===== config.mk =====
export PLATFORM = sky130hd
export DESIGN_NAME = rom_download_router
export DESIGN_NICKNAME = d
export VERILOG_FILES = /design/src/rtl/rom_download_router.sv
export SDC_FILE = /design/constraint.sdc
export NUM_CORES = 1
export LEC_CHECK = 0
export BUFFER_PORTS_ARGS = -buffer_cell sky130_fd_sc_hd__clkbuf_2
export CORE_MARGIN = 4
export CORE_UTILIZATION = 52
export DETAILED_ROUTE_END_ITERATION = 8
export PLACE_DENSITY = 0.8
export SLEW_MARGIN = 20
export SYNTH_ARGS = -nofsm -noshare
export SYNTH_HDL_FRONTEND = slang
export SYNTH_SLANG_ARGS = --single-unit
export TNS_END_PERCENT = 20

===== constraint.sdc =====
create_clock -name clk_sys -period 6.9 [get_ports clk_sys]
set_input_delay 1.035 -clock clk_sys [delete_from_list [all_inputs] [get_ports clk_sys]]
set_output_delay 1.035 -clock clk_sys [all_outputs]
set_load 0.03 [all_outputs]

===== src/rtl/rom_download_router.sv =====
// Routes the hps_io ioctl byte stream into region-selected ROM writes, applies back-pressure
// while the target is busy, and latches DIP / PCB-variant bytes. Reports load status and checksum.
module rom_download_router #(
  parameter int unsigned          NREG       = 6,
  parameter int unsigned          AW         = 25,
  parameter logic [NREG*AW-1:0]   REGION_END = {25'h0030000, 25'h0028000, 25'h0020000,
                                                25'h0018000, 25'h0010000, 25'h0008000}
) (
  input  logic            clk_sys,
  input  logic            reset,
  input  logic            ioctl_download,
  input  logic [7:0]      ioctl_index,
  input  logic            ioctl_wr,
  input  logic [AW-1:0]   ioctl_addr,
  input  logic [7:0]      ioctl_dout,
  output logic            ioctl_wait,
  input  logic            tgt_busy,
  output logic            dn_wr,
  output logic [NREG-1:0] dn_sel,
  output logic [AW-1:0]   dn_addr,
  output logic [7:0]      dn_data,
  output logic [63:0]     dip_sw,
  output logic [7:0]      pcb,
  output logic            rom_ready,
  output logic            load_done,
  output logic            load_err,
  output logic [AW-1:0]   byte_cnt,
  output logic [7:0]      checksum
);

  typedef enum logic [1:0] {S_IDLE, S_LOAD, S_HOLD, S_DONE} state_t;

  state_t          r_state, w_next;
  logic            r_rom_q;
  logic            r_pend;
  logic [NREG-1:0] r_sel;
  logic [AW-1:0]   r_off;
  logic [7:0]      r_data;
  logic            r_load_err;
  logic            r_rom_ready;
  logic [AW-1:0]   r_byte_cnt;
  logic [7:0]      r_checksum;
  logic [63:0]     r_dip;
  logic [7:0]      r_pcb;

  logic            w_rom;
  logic            w_start;
  logic            w_stall;
  logic            w_issue;
  logic            w_cap;
  logic            w_found;
  logic [NREG-1:0] w_hit;
  logic [AW-1:0]   w_base;
  logic [AW-1:0]   w_lo;

  assign w_rom   = ioctl_download & (ioctl_index == 8'd0);
  assign w_start = w_rom & ~r_rom_q;
  assign w_stall = r_pend & tgt_busy;
  assign w_issue = r_pend & ~tgt_busy;
  assign w_cap   = (r_state == S_LOAD) & w_rom & ioctl_wr & ~w_stall;

  // Lowest region whose exclusive bound exceeds the address; base is the previous bound.
  always_comb begin
    w_found = 1'b0;
    w_hit   = '0;
    w_base  = '0;
    w_lo    = '0;
    for (int unsigned k = 0; k < NREG; k++) begin
      if (!w_found) begin
        if (ioctl_addr < REGION_END[k*AW +: AW]) begin
          w_found  = 1'b1;
          w_hit[k] = 1'b1;
          w_base   = w_lo;
        end else begin
          w_lo = REGION_END[k*AW +: AW];
        end
      end
    end
  end

  always_comb begin
    w_next = r_state;
    case (r_state)
      S_IDLE:  if (w_start) w_next = S_LOAD;
      S_LOAD:  if (w_stall) w_next = S_HOLD;
               else if (!ioctl_download) w_next = S_DONE;
      S_HOLD:  if (!tgt_busy) w_next = ioctl_download ? S_LOAD : S_DONE;
      S_DONE:  w_next = S_IDLE;
      default: w_next = S_IDLE;
    endcase
  end

  // r_rom_q resets high so a download still active across reset cannot restart a load.
  always_ff @(posedge clk_sys or posedge reset) begin
    if (reset) begin
      r_state     <= S_IDLE;
      r_rom_q     <= 1'b1;
      r_pend      <= 1'b0;
      r_sel       <= '0;
      r_off       <= '0;
      r_data      <= '0;
      r_load_err  <= 1'b0;
      r_rom_ready <= 1'b0;
      r_byte_cnt  <= '0;
      r_checksum  <= '0;
    end else begin
      r_state <= w_next;
      r_rom_q <= w_rom;
      if (w_cap && w_found) begin
        r_pend <= 1'b1;
        r_sel  <= w_hit;
        r_off  <= ioctl_addr - w_base;
        r_data <= ioctl_dout;
      end else if (w_issue) begin
        r_pend <= 1'b0;
      end
      if (w_cap && !w_found) r_load_err <= 1'b1;
      if (r_state == S_IDLE && w_start) begin
        r_byte_cnt  <= '0;
        r_checksum  <= '0;
        r_load_err  <= 1'b0;
        r_rom_ready <= 1'b0;
      end else if (w_issue) begin
        if (r_byte_cnt != '1) r_byte_cnt <= r_byte_cnt + 1'b1;
        r_checksum <= r_checksum + r_data;
      end
      if (r_state == S_DONE) r_rom_ready <= ~r_load_err;
    end
  end

  always_ff @(posedge clk_sys or posedge reset) begin
    if (reset) begin
      r_dip <= '0;
      r_pcb <= '0;
    end else if (ioctl_wr) begin
      if (ioctl_index == 8'd254 && ioctl_addr < AW'(8))
        r_dip[{ioctl_addr[2:0], 3'b000} +: 8] <= ioctl_dout;
      if (ioctl_index == 8'd1) r_pcb <= ioctl_dout;
    end
  end

  assign ioctl_wait = w_stall;
  assign dn_wr      = w_issue;
  assign dn_sel     = w_issue ? r_sel : '0;
  assign dn_addr    = r_off;
  assign dn_data    = r_data;
  assign dip_sw     = r_dip;
  assign pcb        = r_pcb;
  assign rom_ready  = r_rom_ready;
  assign load_done  = (r_state == S_DONE);
  assign load_err   = r_load_err;
  assign byte_cnt   = r_byte_cnt;
  assign checksum   = r_checksum;

endmodule


==> results_dict.tcl <==
set metrics [dict create \
    outcome "completed" \
    drive_gt1_share_pct 38.6 \
    drtIter0Drc 305 \
    syn_area_per_cell_um2 11.3 \
    fill_cells 965 \
    syn_to_final_growth_pct 24.8 \
    whs_ns 0.485 \
    power_mw 1.89 \
    fin_cells 977 \
    crit_path_top_delay_cell "or3b_2" \
    cts_root_buf "clkbuf_16" \
    crit_arrival_ns 3.82 \
    nets 853 \
    peakVddDrop_uv 117 \
    fin_tns_setup_ns 0 \
    multi_input_area_um2 2840 \
    final_core_util_pct 66.8 \
    first_pass_iters 5 \
    comb_power_share_pct 6.4 \
    viasPerCell 5.46 \
    grt_pass1_vias 5567 \
    fin_area_um2 8460 \
    dp_slack_ns 2.96 \
    ant_nets 0 \
    clkPwrFrac_pct 45.4 \
    pwr-share-seq_pct 48.2 \
    worst_pin_slew_ns 0.899 \
    rsz0062_at_grt "no" \
    post_cts_buffers 0 \
    post_cts_resized 0 \
    cts_num_sinks 150 \
    initial_core_util_pct 53.5 \
    antenna_found_initial 0 \
    min_period_over_period_pct 50.8 \
    hold_class "flop to flop" \
    layout_common_cells "194 x clkbuf_2, 149 x dfrtp_1, 74 x nand2_1" \
    wl_per_cell_um 18.2 \
    crit_top_cell "or4_1" \
    globalplace.congestion 0.854 \
    sw_frac_of_total_pct 24.6 \
    synth_nets 663 \
    p_sw_uw 464 \
    clock_latency_ns 0.42 \
    synth_flop_cell "dfrtp_1" \
    grt_pass1_wl_mm 28.3 \
    placedCellCount 945 \
    powerDensity_nw_per_um2 223 \
    die_h_um 122 \
    setup_viol 0 \
    rows 41 \
    synth_cell_types 51 \
    die-area_um2 14900 \
    max_stage_delay_ns 0.55 \
    cts_tree "done" \
    track_usage_pct 24.7 \
    yosysSeqAreaShare_pct 55.4 \
    relSlewSlack_pct 40.1 \
    clock_skew_ns 0.00897 \
    critPathCaptureType "flop" \
    dieWidth_um 122 \
    p_leak_nw 4.48 \
    path_clk_slew_ns 0.06 \
    synthCells 602 \
    cts_max_level 4 \
    clk_path_buf_depth 2 \
    crit_required_ns 7.21 \
    grt_start_max_net_pins 81 \
    period_minus_slack_ns 3.51 \
    finalHoldViolCount 0 \
    path_max_fanout 4 \
    dp_hpwl_mm 12.9 \
    p_int_mw 1.42 \
    maxSlewViolCount 0 \
    drt_drc_violations_left 0 \
    holdBufCountCts 0 \
    io_buffers 194 \
    fin_ws_ns 3.39 \
    ios 195 \
    worst-setup-path-type "input pin to flop" \
    start_kind "input pin" \
    synth_seq_cells 150 \
    regArea_um2 3750 \
    async_flop_share_pct 100 \
    cts_buffers 17 \
    drv_cap 0 \
    final_common_cell "clkbuf_2" \
    max_freq_mhz 285 \
    core_area_um2 12700 \
    totalWireLength_mm 17.8 \
    netlist_area_um2 6780 \
    dpl_cell_area_um2 7910 \
    synth_edf_count 0 \
    diodes 0 \
    crit_chain "clkbuf_2, or4_1, or4_1, or3b_2, fa_1, a211oi_1, xnor2_1, nand2_1, o21a_1" \
    vias 5337 \
    overflow 0 \
    yosys_warnings 0 \
]
## per-layer routing
layer  routed length [um]  vias up  global-route usage [%]
li1                     -     2472                       -
met1                 7240     2627                    30.4
met2                 8800      202                    41.0
met3                 1280       36                    7.15
met4                  460        0                    10.4
met5                    0        -                       0
## registers in the layout, indices dropped and copies added (netlist names), 2 cells and up
name,cells
pcb,8
dn_data,8
r_state,2
dip_sw,64
byte_cnt,25
r_sel,6
dn_addr,25
checksum,8
## final timing paths
| path | startpoint | end | slack, ns | cells after the start |
|---|---|---|---|---|
| max | ioctl_addr[22] | dn_addr[21]$_DFFE_PP0P_ | 3.39 | 9 |
| min | dip_sw[14]$_DFFE_PP0P_ | dip_sw[14]$_DFFE_PP0P_ | 0.49 | 2 |
| max reg2reg | r_pend$_DFFE_PP0P_ | byte_cnt[23]$_DFFE_PP0P_ | 4.56 | 7 |
| min reg2reg | dip_sw[14]$_DFFE_PP0P_ | dip_sw[14]$_DFFE_PP0P_ | 0.49 | 2 |
| max in group asynchronous | reset | checksum[4]$_DFFE_PP0P_ | 4.77 | 3 |
| min in group asynchronous | reset | dip_sw[6]$_DFFE_PP0P_ | 0.71 | 2 |
## power groups by stage
stage                     Sequential (mW)  Clock [mW]  Combinational (mW)
final                               0.909       0.858               0.121
after global routing                0.910       0.910               0.134
after CTS                           0.907       0.871               0.123
after global placement              0.921           0               0.117
after floorplan                     0.925           0              0.0680
after detailed placement            0.922           0               0.121
## synthesized netlist by cell type (all sizes together), types with 3 or more instances
| cell | number | area [um^2] |
|---|---|---|
| a211oi | 3 | 22.5 |
| ha | 13 | 163 |
| buf | 14 | 68.8 |
| dfrtp | 149 | 3730 |
| a21oi | 12 | 60.1 |
| a31oi | 3 | 18.8 |
| nor4 | 12 | 105 |
| nand4 | 9 | 56.3 |
| or3 | 4 | 25.0 |
| a21o | 4 | 30.0 |
| nand2 | 74 | 278 |
| mux2 | 72 | 841 |
| nand3 | 14 | 70.1 |
| nor4b | 4 | 35.0 |
| xor2 | 6 | 52.6 |
| nand3b | 4 | 30.0 |
| nor3 | 13 | 65.1 |
| or4 | 4 | 30.0 |
| inv | 24 | 90.1 |
| clkbuf | 15 | 56.3 |
| o21ai | 32 | 160 |
| xnor2 | 24 | 210 |
| nor2 | 49 | 184 |
| o21a | 7 | 52.6 |
| nand2b | 4 | 25.0 |
| and3 | 5 | 31.3 |
| nor3b | 4 | 30.0 |
## critical path, delay by kind of cell
family                     cells  cell delay [ns]
and+or+nand+nor                4             1.65
adders and majority gates      1             0.46
AOI/OAI and AO/OA              2             0.43
xor gates and xnor gates       1             0.15
buffers and inverters          1             0.09
## logic make-up (layout without fill, tap and decap cells)
| family | count (synthesis) | after routing | share of synthesized area, % |
|---|---|---|---|
| AND/OR/NAND/NOR | 211 | 211 | 15.7 |
| flip-flops | 150 | 150 | 55.4 |
| multiplexers | 74 | 74 | 12.7 |
| AO/OA/AOI/OAI | 69 | 69 | 6.13 |
| buffers and inverters | 53 | 256 | 3.17 |
| XOR/XNOR | 30 | 30 | 3.88 |
| adder cells (fa/ha/maj) | 15 | 15 | 2.99 |
## final cells by class
cell class	count	area share, %
clock inverters	11	1.23
flip-flops and latches	150	44.4
well taps	172	2.54
repair buffers	200	12.0
multi-input cells	399	33.5
clock buffers	21	5.20
inverters	24	1.12
(Power assumes the default switching activity.)
